==> src/rtl/id_ex_stage.sv <==
`default_nettype none
// ============================================================================
// Module   : id_ex_stage
// Purpose  : ID/EX pipeline register with load-use hazard detection.
//            Inserts a single bubble on a load-use hazard and squashes the
//            stage on a downstream branch-taken flush.
// Option   : define ID_EX_BUBBLE_COUNT_EN to add a saturating 16-bit
//            bubble_count output (bubbles caused by stall or flush).
// Revision : 1.0 - initial release
// ============================================================================
module id_ex_stage (
  input  logic        clk,
  input  logic        rst,
  input  logic [3:0]  ctl_ex,
  input  logic [2:0]  ctl_m,
  input  logic [1:0]  ctl_wb,
  input  logic        id_valid,
  input  logic [31:0] id_npc,
  input  logic [31:0] id_rd1,
  input  logic [31:0] id_rd2,
  input  logic [31:0] id_imm,
  input  logic [4:0]  id_rs,
  input  logic [4:0]  id_rt,
  input  logic [4:0]  id_rd,
  input  logic        flush,
  output logic [3:0]  ex_ex,
  output logic [2:0]  ex_m,
  output logic [1:0]  ex_wb,
  output logic        ex_valid,
  output logic [31:0] ex_npc,
  output logic [31:0] ex_rd1,
  output logic [31:0] ex_rd2,
  output logic [31:0] ex_imm,
  output logic [4:0]  ex_rt,
  output logic [4:0]  ex_rd,
`ifdef ID_EX_BUBBLE_COUNT_EN
  output logic [15:0] bubble_count,
`endif
  output logic        stall
);

  // Stage occupancy: VALID holds a real instruction, BUBBLE holds a no-op.
  typedef enum logic [0:0] {
    ST_BUBBLE = 1'b0,
    ST_VALID  = 1'b1
  } stage_state_t;

  stage_state_t state_q, state_d;

  logic [3:0]  ex_ex_q,  ex_ex_d;
  logic [2:0]  ex_m_q,   ex_m_d;
  logic [1:0]  ex_wb_q,  ex_wb_d;
  logic [31:0] ex_npc_q, ex_npc_d;
  logic [31:0] ex_rd1_q, ex_rd1_d;
  logic [31:0] ex_rd2_q, ex_rd2_d;
  logic [31:0] ex_imm_q, ex_imm_d;
  logic [4:0]  ex_rt_q,  ex_rt_d;
  logic [4:0]  ex_rd_q,  ex_rd_d;

  logic hazard;
  logic bubble;
  logic load_valid;

  // Load-use hazard: the load in EX writes a register the decode slot reads.
  // Depends only on registered state and id_* inputs, never on flush.
  always_comb begin
    hazard = 1'b0;
    if (state_q == ST_VALID && ex_m_q[1] && id_valid && (ex_rt_q != 5'd0) &&
        ((ex_rt_q == id_rs) || (ex_rt_q == id_rt))) begin
      hazard = 1'b1;
    end
  end

  // Next-state and next-register values; controls are zeroed on any bubble.
  always_comb begin
    bubble     = flush | hazard;
    load_valid = id_valid & ~bubble;
    state_d    = load_valid ? ST_VALID : ST_BUBBLE;
    // Control passes straight through (including x bits) on a real load.
    ex_ex_d    = load_valid ? ctl_ex : 4'd0;
    ex_m_d     = load_valid ? ctl_m  : 3'd0;
    ex_wb_d    = load_valid ? ctl_wb : 2'd0;
    // Datapath always loads; its value is irrelevant behind a bubble.
    ex_npc_d   = id_npc;
    ex_rd1_d   = id_rd1;
    ex_rd2_d   = id_rd2;
    ex_imm_d   = id_imm;
    ex_rt_d    = id_rt;
    ex_rd_d    = id_rd;
  end

  // Pipeline register with synchronous reset to a known empty stage.
  always_ff @(posedge clk) begin
    if (rst) begin
      state_q  <= ST_BUBBLE;
      ex_ex_q  <= 4'd0;
      ex_m_q   <= 3'd0;
      ex_wb_q  <= 2'd0;
      ex_npc_q <= 32'd0;
      ex_rd1_q <= 32'd0;
      ex_rd2_q <= 32'd0;
      ex_imm_q <= 32'd0;
      ex_rt_q  <= 5'd0;
      ex_rd_q  <= 5'd0;
    end else begin
      state_q  <= state_d;
      ex_ex_q  <= ex_ex_d;
      ex_m_q   <= ex_m_d;
      ex_wb_q  <= ex_wb_d;
      ex_npc_q <= ex_npc_d;
      ex_rd1_q <= ex_rd1_d;
      ex_rd2_q <= ex_rd2_d;
      ex_imm_q <= ex_imm_d;
      ex_rt_q  <= ex_rt_d;
      ex_rd_q  <= ex_rd_d;
    end
  end

`ifdef ID_EX_BUBBLE_COUNT_EN
  logic [15:0] bubble_count_q, bubble_count_d;

  // Saturating count of bubbles inserted by stall or flush.
  always_comb begin
    bubble_count_d = bubble_count_q;
    if (bubble && (bubble_count_q != 16'hFFFF)) begin
      bubble_count_d = bubble_count_q + 16'd1;
    end
  end

  // Counter register, cleared by reset only.
  always_ff @(posedge clk) begin
    if (rst) begin
      bubble_count_q <= 16'd0;
    end else begin
      bubble_count_q <= bubble_count_d;
    end
  end

  assign bubble_count = bubble_count_q;
`endif

  assign ex_valid = (state_q == ST_VALID);
  assign ex_ex    = ex_ex_q;
  assign ex_m     = ex_m_q;
  assign ex_wb    = ex_wb_q;
  assign ex_npc   = ex_npc_q;
  assign ex_rd1   = ex_rd1_q;
  assign ex_rd2   = ex_rd2_q;
  assign ex_imm   = ex_imm_q;
  assign ex_rt    = ex_rt_q;
  assign ex_rd    = ex_rd_q;
  assign stall    = hazard;

endmodule
`default_nettype wire

==> config.mk <==
export PLATFORM = sky130hd
export DESIGN_NAME = id_ex_stage
export DESIGN_NICKNAME = d
export VERILOG_FILES = /design/src/rtl/id_ex_stage.sv
export SDC_FILE = /design/constraint.sdc
export NUM_CORES = 1
export LEC_CHECK = 0
export CAP_MARGIN = 40
export CORE_MARGIN = 2
export CORE_UTILIZATION = 32
export CTS_BUF_LIST = sky130_fd_sc_hd__clkbuf_4 sky130_fd_sc_hd__clkbuf_8
export DETAILED_ROUTE_END_ITERATION = 10
export GPL_ROUTABILITY_DRIVEN = 1
export PLACE_DENSITY = 0.78
export SLEW_MARGIN = 20
export SYNTH_ARGS = -nofsm -noshare
export SYNTH_HDL_FRONTEND = slang
export SYNTH_SLANG_ARGS = --single-unit
==> constraint.sdc <==
create_clock -name clk -period 1.16 [get_ports clk]
set_input_delay 0.232 -clock clk [delete_from_list [all_inputs] [get_ports clk]]
set_output_delay 0.232 -clock clk [all_outputs]
set_load 0.05 [all_outputs]
# ---- After elaboration in Yosys (flattened, before gate mapping)
# Index checks and enable logic that the tools add are counted.
dict set report op_classes {
  n_addsub 0
  multipliers 0
  n_div 0
  magnitude_cmp 0
  n_eq_ne 2
  shifts 0
  muxes 2
  n_bitwise 4
  n_reduce_logical 7
}
# cell n
set ops {}
lappend ops {{$eq 5x5->1} 2}
lappend ops {{$reduce_bool 5->1} 1}
lappend ops {{$logic_and 1x1->1} 4}
lappend ops {{$mux 1} 2}
lappend ops {{$not 1->1} 2}
lappend ops {{$reduce_or 2->1} 1}
lappend ops {{$and 1x1->1} 1}
lappend ops {{$logic_or 1x1->1} 1}
lappend ops {{$or 1x1->1} 1}
dict set report word_totals {
  ff_bits 148
  latchBits 0
  ram_bits 0
  romBits 0
  inputBits 156
  wordCells 25
  memories 0
}

# ---- Longest topological paths before layout
dict set report depth {
  word_depth 10
  mapped_depth 5
  mapped_depth_nobuf 4
}

# ---- Worst setup path before layout
# No wires, ideal clock.
dict set report synth_timing {
  path_type {register -> output}
  start {register ex_rt_q[4], in the netlist ex_rt[4]}
  end {output port stall}
  arrival_time_ns 1.738
  t_required_ns 0.928
  setup_slack_ns -0.810
  path_stages_with_launch 6
  cell_sequence {dfxtp_1 > xnor2_1 > nand3_1 > o22ai_2 > buf_6 > and2_1}
}
dict set report synth_via {
  elab_chain_cells 4
  word_cells_on_any_way 7
}
# item line_no
set synth_lines {}
lappend synth_lines {{start: declaration} 57} ;# logic [4:0] ex_rt_q, ex_rt_d;
lappend synth_lines {{start signal: assignment} 114} ;# ex_rt_q <= ex_rt_d;
lappend synth_lines {{$eq 5x5->1 / $reduce_bool 5->1 (equally long branches)} {69, 68}}
lappend synth_lines {{$logic_or 1x1->1 / $logic_and 1x1->1 (equally long branches)} {69, 68}}
lappend synth_lines {{$logic_and 1x1->1 (*)} 68} ;# if (state_q == ST_VALID && ex_m_q[1] && id_valid && (ex_rt_q != 5'd0) &&
lappend synth_lines {{$mux 1 (*)} 68}
lappend synth_lines {{end: declaration} 39} ;# output logic stall
# Mark *: on every way between the ends. The rest lies on a longest branch, timed or not.

# ---- Worst setup path in the final report
dict set report layout_timing {
  start {register ex_rt_q[3], in the netlist ex_rt[3]}
  end {output port stall}
}
# Same word-level chain as after synthesis.

==> flow_metrics.py <==
metrics = {
    "run_status": {
        "status": "complete, but fails checks",
        "violations": "negative setup slack",
    },
    "floorplan": {
        "coreArea_mm2": 0.0127,
        "die_x_um": 119,
        "dieArea_mm2": 0.0141,
        "rows": 41,
        "die_y_um": 119,
        "ios": 305,
        "start_util_pct": 33.2,
    },
    "clock_tree": {
        "cts_buffer_depth": 2,
        "root_buffer": "clkbuf_8",
        "h-tree-depth": 4,
        "clock-sinks": 148,
        "cts.reportedPaths.clkPinSlew_ns": 0.07,
        "worstSkewPairLatency_ns": 0.44,
        "cts_tree": "done",
        "cts_made_buffers": 17,
    },
    "logic_synthesis": {
        "syn_area_mm2": 0.00422,
        "ys_seq_area_share_pct": 70.2,
        "yosysMostFrequentCell": "dfxtp_1",
        "synth_top_area_share_pct": 70.2,
        "netlist_instances": 344,
        "ys_top_cells_by_count": "148 x dfxtp_1, 138 x nor2b_1, 10 x buf_2, 10 x xnor2_1, 9 x inv_1",
        "synth_flop_cell": "dfxtp_1",
        "synthArstFlopShare_pct": 0,
        "syn-num-nets": 500,
        "ys_warn_count": 0,
        "syn_area_per_cell_um2": 12.3,
        "synth_edf_count": 0,
        "ys_ff_latch": 148,
        "yosysTopAreaCell": "dfxtp_1",
        "ys_top_cells_by_area": "dfxtp_1 70%, nor2b_1 20%, a211oi_2 2.4%, xnor2_1 2.1%, buf_2 1.2%",
        "yosysUniqueCellTypes": 18,
    },
    "timing": {
        "rsz0062_at_grt": "true",
        "fmax_ghz": 0.565,
        "setup_violations": 69,
        "setup_tns_ns": -3.03,
        "fin_ws_ns": -0.610,
        "final.setup_skew_ns": 0.00476,
        "holdWs_ns": 0.283,
        "period_share_pct": 153,
        "period_needed_ns": 1.77,
        "hold_viol": 0,
        "tightest_slew_ns": 0.336,
        "slew_viol_final": 0,
        "max_slew_margin_pct": 77.6,
    },
    "power_and_ir_drop": {
        "ir_drop_mv": 1.00,
        "design_power_total_mw": 13.3,
        "p_seq_share_pct": 42.4,
        "p_sw_mw": 3.46,
        "power_density_mw_per_mm2": 1360,
        "combPwrFrac_pct": 22.5,
        "pwr-share-clk_pct": 35.1,
        "p_sw_share_pct": 26.1,
        "p_int_mw": 9.81,
        "p_leak_nw": 3.95,
    },
    "worst_setup_path": {
        "crit_arrival_ns": 1.54,
        "crit_fanout": 4,
        "crit_slowest_cell": "dfxtp_4",
        "end_kind": "output pin",
        "path_cells": "xnor2_2 -> nand2_1 -> o22ai_2 -> and2_4 -> buf_12",
        "path_class": "reg -> out",
        "critPathMaxStageDelay_ns": 0.39,
        "crit_required_ns": 0.93,
        "regToRegEndpoint": "ex_ex[2]",
        "cp-start-kind": "register",
        "rr_startpoint": "ex_rt[0]",
        "reg2reg_depth": 4,
        "regToRegSetupSlack_ns": -0.11,
    },
    "routing": {
        "drc_errors": 0,
        "vias": 3539,
        "ant_nets": 0,
        "drtIter0Drc": 156,
        "wire_per_inst_um": 17.8,
        "drt-total-wl_um": 15100,
        "dr.pass1.iters": 4,
        "avgViaCountPerCell": 4.18,
    },
    "final_layout": {
        "drive_above_1_share_pct": 53.5,
        "num-nets-final": 818,
        "syn2layout_area_growth_pct": 131,
        "antennaDiodeCount": 0,
        "stdcell_count": 847,
    },
    "worst_hold_path": {
        "hp-start": "rst",
        "min_to": "ex_m[0]",
        "hold_class": "in -> reg",
        "min_path_cells": 4,
    },
    "global_routing": {
        "grt_use_total_pct": 21.9,
        "first_global_vias": 3961,
        "antenna_found_initial": 0,
        "grt.overflow.total": 0,
        "grt_first_pass_wirelength_um": 22900,
        "grt_max_degree": 80,
    },
    "place": {
        "io_buffers": 304,
        "gp_congestion": 0.808,
        "dpl.cell_count": 815,
        "hpwl_um": 11200,
    },
    "job": {
        "cap_violations": 0,
    },
}
## placed cells by master (no fill, tap or decap), types with 2 or more instances in the layout
cell / count
buf_4: 6
dfxtp_4: 7
nand3_1: 3
nor2b_1: 138
a211oi_2: 8
xnor2_2: 8
nand2_1: 2
a21oi_1: 2
dfxtp_2: 141
inv_1: 9
buf_12: 151
clkinv_2: 2
buf_6: 6
clkdlybuf4s50_1: 154
clkbuf_8: 24
bufinv_16: 4
xnor2_1: 2
## layout make-up
cell class	instances	area, um^2
fillers	702	2960
repair buffers	317	4680
clock inverters	7	139
multi-input cells	169	1190
inverters	9	33.8
clock buffers	25	338
well taps	172	215
flip-flops and latches	148	3170
## how the worst max path moves through the flow
| stage | slack (ns) | from | end | cells past startpoint |
|---|---|---|---|---|
| detailed placement | -0.54 | id_rt[3] | stall | 6 |
| CTS | -0.67 | ex_rt[4] | stall | 5 |
| floorplan | -0.31 | ex_rt[4] | stall | 5 |
| finish | -0.61 | ex_rt[3] | stall | 5 |
| global placement | -0.54 | id_rt[0] | stall | 6 |
| global route | -0.71 | ex_rt[2] | stall | 5 |
## layer usage
layer | vias to the layer above | share of wire, % | global-route usage [%]
li1 | 1680 | - | -
met1 | 1652 | 34 | 20.5
met2 | 185 | 56 | 41.7
met3 | 22 | 8.3 | 8.91
met4 | 0 | 1.9 | 9.15
met5 | - | 0 | 0
## cells by family after synthesis
logic type / share of synthesized area [%]
xor gates and xnor gates: 2.08
and+or+nand+nor: 21.6
DFF: 70.2
buffers and inverters: 3.05
AOI/OAI and AO/OA: 3.08
## power groups by stage
| stage | Combinational [mW] | Clock [mW] | Sequential (mW) |
|---|---|---|---|
| floorplan | 0.299 | 0 | 6.47 |
| global placement | 2.90 | 0 | 5.68 |
| detailed placement | 2.95 | 0 | 5.69 |
| CTS | 3.00 | 4.76 | 5.63 |
| global route | 3.08 | 4.99 | 5.65 |
| finish | 2.99 | 4.65 | 5.63 |
## worst max-delay path, delay by kind of cell (launching register included)
kind / cells / cell delay [ns]
AOI/OAI and AO/OA: 1 / 0.19
xor gates and xnor gates: 1 / 0.11
buffers and inverters: 1 / 0.13
DFF: 1 / 0.39
and+or+nand+nor: 2 / 0.27
## state kept, by name (all words and copies together) (netlist names)
register / flops
ex_npc: 32
ex_rd1: 32
ex_m: 3
ex_wb: 2
ex_rd2: 32
ex_rt: 5
ex_rd: 5
ex_imm: 32
ex_ex: 4
ex_valid: 1
## repair_timing
action,CTS,global route
resized for setup,154,3
setup endpoints to repair,159,159
buffers inserted,2,0
hold buffers,0,0
pin swaps,7,2
## through the flow
| stage | util [%] | area (um^2) | setup slack (ns) |
|---|---|---|---|
| floorplan | - | 4250 | -0.310 |
| global placement | 70.9 | 9020 | -0.536 |
| detailed placement | 70.9 | 9020 | -0.540 |
| CTS | 76.6 | 9740 | -0.670 |
| global route | 76.7 | 9760 | -0.711 |
| finish | 76.7 | 9760 | -0.610 |
Note: power is estimated with default switching activity, not from simulation.
